--- config.mk ---
export PLATFORM = sky130hd
export DESIGN_NAME = muldiv_unit
export DESIGN_NICKNAME = d
export VERILOG_FILES = /design/src/rtl/muldiv_pkg.sv /design/src/rtl/muldiv_sign.sv /design/src/rtl/muldiv_unit.sv
export SDC_FILE = /design/constraint.sdc
export NUM_CORES = 1
export LEC_CHECK = 0
export BUFFER_PORTS_ARGS = -buffer_cell sky130_fd_sc_hd__buf_2
export CELL_PAD_IN_SITES_DETAIL_PLACEMENT = 1
export CELL_PAD_IN_SITES_GLOBAL_PLACEMENT = 2
export CORE_MARGIN = 2
export CORE_UTILIZATION = 39
export DETAILED_ROUTE_END_ITERATION = 10
export HOLD_SLACK_MARGIN = 0.12
export PLACE_DENSITY = 0.86
export SLEW_MARGIN = 20
export SYNTH_ARGS = -nofsm -noshare
export SYNTH_HDL_FRONTEND = slang
export SYNTH_SLANG_ARGS = --single-unit
export TNS_END_PERCENT = 1
--- constraint.sdc ---
create_clock -name clk -period 13.5 [get_ports clk]
set_input_delay 0.675 -clock clk [delete_from_list [all_inputs] [get_ports clk]]
set_output_delay 0.675 -clock clk [all_outputs]
set_load 0.02 [all_outputs]
--- src/rtl/muldiv_pkg.sv ---
// muldiv_pkg: shared definitions for the iterative multiply/divide unit.
//   op_e    - funct3 encodings of the M-extension operations
//   state_e - controller states
//   helpers - operand/result signedness decode from the opcode
package muldiv_pkg;

    typedef enum logic [2:0] {
        OpMul    = 3'b000,
        OpMulh   = 3'b001,
        OpMulhsu = 3'b010,
        OpMulhu  = 3'b011,
        OpDiv    = 3'b100,
        OpDivu   = 3'b101,
        OpRem    = 3'b110,
        OpRemu   = 3'b111
    } op_e;

    typedef enum logic [1:0] {
        StIdle = 2'd0,
        StCalc = 2'd1,
        StDone = 2'd2
    } state_e;

    function automatic logic is_div(input op_e op);
        return op[2];
    endfunction

    // REM/REMU return the remainder half of the divide result.
    function automatic logic is_rem(input op_e op);
        return op[2] & op[1];
    endfunction

    function automatic logic a_signed(input op_e op);
        return (op == OpMulh) || (op == OpMulhsu) || (op == OpDiv) || (op == OpRem);
    endfunction

    function automatic logic b_signed(input op_e op);
        return (op == OpMulh) || (op == OpDiv) || (op == OpRem);
    endfunction

endpackage

--- src/rtl/muldiv_sign.sv ---
// muldiv_sign: conditional two's-complement negate.
//   i_val - value in
//   i_neg - 1: output -i_val, 0: pass through
//   o_val - value out
module muldiv_sign #(
    parameter int unsigned XLEN = 32
) (
    input  logic [XLEN-1:0] i_val,
    input  logic            i_neg,
    output logic [XLEN-1:0] o_val
);

    always_comb begin
        o_val = i_val;
        if (i_neg) begin
            o_val = ~i_val + {{(XLEN-1){1'b0}}, 1'b1};
        end
    end

endmodule

--- src/rtl/muldiv_unit.sv ---
// muldiv_unit: iterative RV32M-style multiply/divide, one bit per cycle on operand magnitudes.
//   clk          - clock, rising edge
//   reset        - asynchronous active-low reset
//   start        - request, sampled only in IDLE/DONE
//   op           - funct3 operation select
//   src_a, src_b - rs1 / rs2 operands
//   flush        - synchronous abort of the operation in flight
//   busy         - operation in CALC
//   done         - one-cycle result-valid pulse
//   result       - last completed result, held between done pulses
module muldiv_unit
    import muldiv_pkg::*;
#(
    parameter int unsigned XLEN = 32
) (
    input  logic            clk,
    input  logic            reset,
    input  logic            start,
    input  logic [2:0]      op,
    input  logic [XLEN-1:0] src_a,
    input  logic [XLEN-1:0] src_b,
    input  logic            flush,
    output logic            busy,
    output logic            done,
    output logic [XLEN-1:0] result
);

    localparam int unsigned CNT_W = $clog2(XLEN) + 1;
    localparam logic [XLEN-1:0] MinNeg = {1'b1, {(XLEN-1){1'b0}}};

    state_e              r_state;
    op_e                 r_op;
    logic [CNT_W-1:0]    r_cnt;
    logic [2*XLEN-1:0]   r_acc;    // mul: {partial hi, multiplier}; div: {remainder, quotient}
    logic [XLEN-1:0]     r_opnd;   // multiplicand or divisor magnitude
    logic                r_neg;
    logic                r_busy;
    logic                r_done;
    logic [XLEN-1:0]     r_result;

    op_e                 w_op;
    logic                w_a_neg, w_b_neg, w_res_neg;
    logic [XLEN-1:0]     w_a_abs, w_b_abs;
    logic                w_div_zero, w_div_ovf, w_special;
    logic [XLEN-1:0]     w_special_res;
    logic                w_is_div;
    logic [XLEN:0]       w_add_a, w_add_b, w_sum;
    logic [2*XLEN-1:0]   w_acc_next, w_fix_in, w_fix_out;
    logic [XLEN-1:0]     w_final;

    // ---------------- acceptance-side decode ----------------
    always_comb begin
        w_op       = op_e'(op);
        w_a_neg    = a_signed(w_op) & src_a[XLEN-1];
        w_b_neg    = b_signed(w_op) & src_b[XLEN-1];
        w_div_zero = is_div(w_op) && (src_b == '0);
        w_div_ovf  = ((w_op == OpDiv) || (w_op == OpRem)) && (src_a == MinNeg) && (src_b == '1);
        w_special  = w_div_zero | w_div_ovf;
        if (w_div_zero) begin
            w_special_res = is_rem(w_op) ? src_a : '1;
        end else begin
            w_special_res = is_rem(w_op) ? '0 : src_a;
        end
        case (w_op)
            OpMulh, OpDiv:   w_res_neg = w_a_neg ^ w_b_neg;
            OpMulhsu, OpRem: w_res_neg = w_a_neg;
            default:         w_res_neg = 1'b0;
        endcase
    end

    muldiv_sign #(.XLEN(XLEN)) u_abs_a (
        .i_val (src_a),
        .i_neg (w_a_neg),
        .o_val (w_a_abs)
    );

    muldiv_sign #(.XLEN(XLEN)) u_abs_b (
        .i_val (src_b),
        .i_neg (w_b_neg),
        .o_val (w_b_abs)
    );

    // ---------------- shared iterative core ----------------
    // One (XLEN+1)-bit adder: conditional add for shift-add multiply, subtract for the
    // restoring-divide trial. A clear carry-out on the subtract means the trial fits.
    always_comb begin
        w_is_div = is_div(r_op);
        w_add_a  = w_is_div ? r_acc[2*XLEN-1:XLEN-1] : {1'b0, r_acc[2*XLEN-1:XLEN]};
        if (w_is_div) begin
            w_add_b = ~{1'b0, r_opnd};
        end else begin
            w_add_b = r_acc[0] ? {1'b0, r_opnd} : '0;
        end
        w_sum = w_add_a + w_add_b + {{XLEN{1'b0}}, w_is_div};

        if (!w_is_div) begin
            w_acc_next = {w_sum, r_acc[XLEN-1:1]};
        end else if (!w_sum[XLEN]) begin
            w_acc_next = {w_sum[XLEN-1:0], r_acc[XLEN-2:0], 1'b1};
        end else begin
            w_acc_next = {r_acc[2*XLEN-2:0], 1'b0};
        end

        // Divide results are zero-extended so a 2*XLEN negate also fixes XLEN-bit values.
        if (w_is_div) begin
            w_fix_in = {{XLEN{1'b0}},
                        is_rem(r_op) ? w_acc_next[2*XLEN-1:XLEN] : w_acc_next[XLEN-1:0]};
        end else begin
            w_fix_in = w_acc_next;
        end
    end

    muldiv_sign #(.XLEN(2*XLEN)) u_fix (
        .i_val (w_fix_in),
        .i_neg (r_neg),
        .o_val (w_fix_out)
    );

    always_comb begin
        if (w_is_div || (r_op == OpMul)) begin
            w_final = w_fix_out[XLEN-1:0];
        end else begin
            w_final = w_fix_out[2*XLEN-1:XLEN];
        end
    end

    // ---------------- controller ----------------
    always_ff @(posedge clk or negedge reset) begin
        if (!reset) begin
            r_state  <= StIdle;
            r_op     <= OpMul;
            r_cnt    <= '0;
            r_acc    <= '0;
            r_opnd   <= '0;
            r_neg    <= 1'b0;
            r_busy   <= 1'b0;
            r_done   <= 1'b0;
            r_result <= '0;
        end else begin
            case (r_state)
                StIdle, StDone: begin
                    r_state <= StIdle;
                    r_busy  <= 1'b0;
                    r_done  <= 1'b0;
                    if (start && !flush) begin
                        r_op  <= w_op;
                        r_neg <= w_res_neg;
                        r_cnt <= '0;
                        if (w_special) begin
                            r_state  <= StDone;
                            r_done   <= 1'b1;
                            r_result <= w_special_res;
                        end else begin
                            r_state <= StCalc;
                            r_busy  <= 1'b1;
                            r_acc   <= {{XLEN{1'b0}}, is_div(w_op) ? w_a_abs : w_b_abs};
                            r_opnd  <= is_div(w_op) ? w_b_abs : w_a_abs;
                        end
                    end
                end
                StCalc: begin
                    if (flush) begin
                        r_state <= StIdle;
                        r_busy  <= 1'b0;
                    end else begin
                        r_acc <= w_acc_next;
                        r_cnt <= r_cnt + CNT_W'(1);
                        if (r_cnt == CNT_W'(XLEN - 1)) begin
                            r_state  <= StDone;
                            r_busy   <= 1'b0;
                            r_done   <= 1'b1;
                            r_result <= w_final;
                        end
                    end
                end
                default: begin
                    r_state <= StIdle;
                    r_busy  <= 1'b0;
                    r_done  <= 1'b0;
                end
            endcase
        end
    end

    assign busy   = r_busy;
    assign done   = r_done;
    assign result = r_result;

endmodule

==> summary.txt <==
outcome - finished clean
layout cells sized above 1 - 0.132
Final Hold Violating Endpoints - 0
Post-Syn Area - 0.0155 sq mm
P&R area growth vs syn - 9.76%
largest net degree at the start of global routing - 125
LEAKAGE - 6.80 nW
Worst EP arrival - 8620 ps
Worst Reg-to-Reg Cells - 20
worst vdd ir - 97.6 uV
CTS root buffer - clkbuf_16
Reg2Reg Launch Point - r_op[2]$_DFFE_PN0P_
Seq cells post-synth - 141
fmax - 122 MHz
clock power share - 0.129
vias in the first global route - 16800
Setup violations, final - 0
pwr/cell area - 232 mW/mm^2
syn_area_per_cell - 7.27 sq um
Worst-Margin Slew - 1100 ps
Residual DRC - 0
total grt overflow - 0
Combinational Power Share - 0.684
sw power - 2.31 mW
first-pass GRT wire length - 110 mm
DRT Wirelength - 75.2 mm
Starting Density - 0.398
setup bufs post-CTS - 0
fin crit share - 0.609
CP peak stage delay - 790 ps
sequential share of power - 0.187
GRT Total Usage - 0.361
total core area - 0.0389 sq mm
Crit-path slowest cell - a211oi_2
ant diodes - 0
RSZ-0062 raised after global routing - no
CTS buffer count - 17
# H-tree levels - 4
final cell count without fillers - 2671
top cells by count, synth - nand2_1, o21ai_0, nor2_1, a21oi_1, dfrtp_1
yosys warns - 0
site row count - 72
die width - 203 um
sequential area share after synthesis - 0.228
Slew headroom - 0.260
port bufs - 104
Main synth FF type - dfrtp_1
CTS Sinks - 141
number of flops mapped to enable cells by yosys - 0
fin crit period - 8220 ps
ANT nets after route - 0
global placement routability congestion - 0.987
synthesized net count - 2238
Setup TNS Final - 0 ps
r2r setup slk - 5280 ps
cell taking the most area after synthesis - dfrtp_1
P_int - 1.64 mW
Detailed Place HPWL - 59.3 mm
clk buf depth - 2
Boundary Pins - 105
Die Y - 203 um
final net count - 2250
CP cell instances - buf_4 -> buf_4 -> mux2_2 -> fa_1 -> inv_1 -> fa_1 -> nand2b_1 -> a21oi_1 -> o21ai_2 -> a211oi_2 -> o21ai_1 -> buf_4 -> nand2_2 -> o21ai_0 -> a31oi_1 -> nand4_2 -> o31ai_1 -> xnor2_1 -> o21ai_0 -> a22o_1
Worst Hold Class - in2async
CP endpoint kind - flip-flop
post-cts resize count - 0
critical-path maximum fanout - 52
Sw Share - 0.585
Yosys cell types - 103
Data required, critical path - 13900 ps
clk slew on worst S/H paths - 80 ps
Most Frequent Cell on Critical Path - buf_4
DRT iter0 DRCs - 1475
top cell type's share of synthesized area - 0.228
hold_ws - 309 ps
max-slew violations - 0
CTS tree - yes
First-pass DRT Iterations - 6
Power Total - 3.95 mW
drt via density - 6.52
most frequent cell after synthesis - nand2_1
vias - 17400
worst reg2reg endpoint - result[1]$_DFFE_PN0P_
asr flop ratio synth - 1.00
Die Area - 0.0413 sq mm
largest cells by area after synthesis - dfrtp_1, o21ai_0, nand2_1
Critical Path Source Type - flip-flop
critical path type - reg2reg
WL per Instance - 28.2 um
placed insts - 2639
Cells after Synth - 2128
Setup Skew - 17.5 ps
Hold-fix buffers, CTS - 0
MaxCap Viol Count - 0
clock network latency to the later pin of the worst-skew pair - 480 ps
initial antenna violation count - 0
==> worst max-delay path, delay by kind of cell, from the launching register on <==
kind,cells,cell delay [ps]
muxes,1,310
xor gates and xnor gates,1,190
buffers and inverters,4,1600
adders and majority gates,2,720
and+or+nand+nor,3,1130
DFF,1,710
AOI/OAI and AO/OA,9,3400
==> how the worst max path moves through the flow <==
stage,from,endpoint,cells after the start
after floorplan,r_op[2]$_DFFE_PN0P_,result[20]$_DFFE_PN0P_,29
after global placement,r_op[2]$_DFFE_PN0P_,result[28]$_DFFE_PN0P_,20
after detailed placement,r_op[2]$_DFFE_PN0P_,result[31]$_DFFE_PN0P_,21
after CTS,r_op[2]$_DFFE_PN0P_,result[31]$_DFFE_PN0P_,21
after global routing,r_op[2]$_DFFE_PN0P_,result[1]$_DFFE_PN0P_,21
final,r_op[2]$_DFFE_PN0P_,result[1]$_DFFE_PN0P_,20
==> kinds of logic after synthesis <==
logic type	share of synthesized area
adders and majority gates	0.0325
and+or+nand+nor	0.241
buffers and inverters	0.0480
AOI/OAI and AO/OA	0.314
muxes	0.0678
xor gates and xnor gates	0.0691
DFF	0.228
==> sequential cells by signal (all words and copies together) (netlist names) <==
signal / cells
r_state: 1
r_neg: 1
r_cnt: 6
busy: 1
r_op: 3
r_acc: 64
r_opnd: 32
done: 1
result: 32
==> power groups by stage <==
stage | sequential (mW) | combinational, mW | clock (mW)
2_1_floorplan | 0.710 | 1.61 | 0
3_3_place_gp | 0.730 | 2.57 | 0
3_5_place_dp | 0.732 | 2.60 | 0
4_1_cts | 0.728 | 2.62 | 0.512
5_1_grt | 0.751 | 2.84 | 0.528
6_report | 0.737 | 2.70 | 0.509
==> per-layer routing <==
layer	part of all wire	routed length [um]	track usage	up-vias
li1	-	-	-	7825
met2	0.44	32900	0.551	746
met3	0.070	5250	0.0547	168
met1	0.44	32800	0.491	8669
met5	0	0	0	-
met4	0.057	4260	0.193	0
==> per-stage QoR <==
stage / setup slack, ps / instance area, sq um / util
after floorplan: 6320 / 15500 / -
after global placement: 5920 / 16300 / 0.420
after detailed placement: 5700 / 16300 / 0.420
after CTS: 5670 / 17000 / 0.436
after global routing: 4910 / 17000 / 0.436
final: 5280 / 17000 / 0.436
==> layout by cell type, fill, tap and decap left out, types with 7 or more instances in the layout <==
cell type / instances
a211o_1: 8
a211oi_1: 22
a21boi_0: 7
a21o_1: 23
a21oi_1: 201
a221oi_1: 15
a22o_1: 27
a31oi_1: 30
and2_1: 20
and3_1: 16
buf_2: 102
buf_4: 35
clkbuf_16: 17
clkinv_8: 7
dfrtp_1: 139
ha_1: 37
inv_1: 31
mux2_2: 38
mux2i_1: 62
nand2_1: 286
nand2b_1: 14
nand3_1: 52
nand4_1: 22
nor2_1: 201
nor2b_1: 7
nor3_1: 68
nor4_1: 14
o211ai_1: 18
o21a_1: 12
o21ai_0: 245
o21ai_1: 21
o31ai_1: 26
o41ai_1: 11
or2_2: 9
or3_1: 17
or4_1: 7
xnor2_1: 72
xor2_1: 50
==> final cells by class <==
cell class	count	area (sq um)
Fill cell	4974	21900
Tap cell	518	648
Timing Repair Buffer	139	796
Clock buffer	17	425
Inverter	34	128
Multi-Input combinational cell	1807	11200
Clock inverter	15	204
Sequential cell	141	3530
Power figures use the tool's default switching activity.
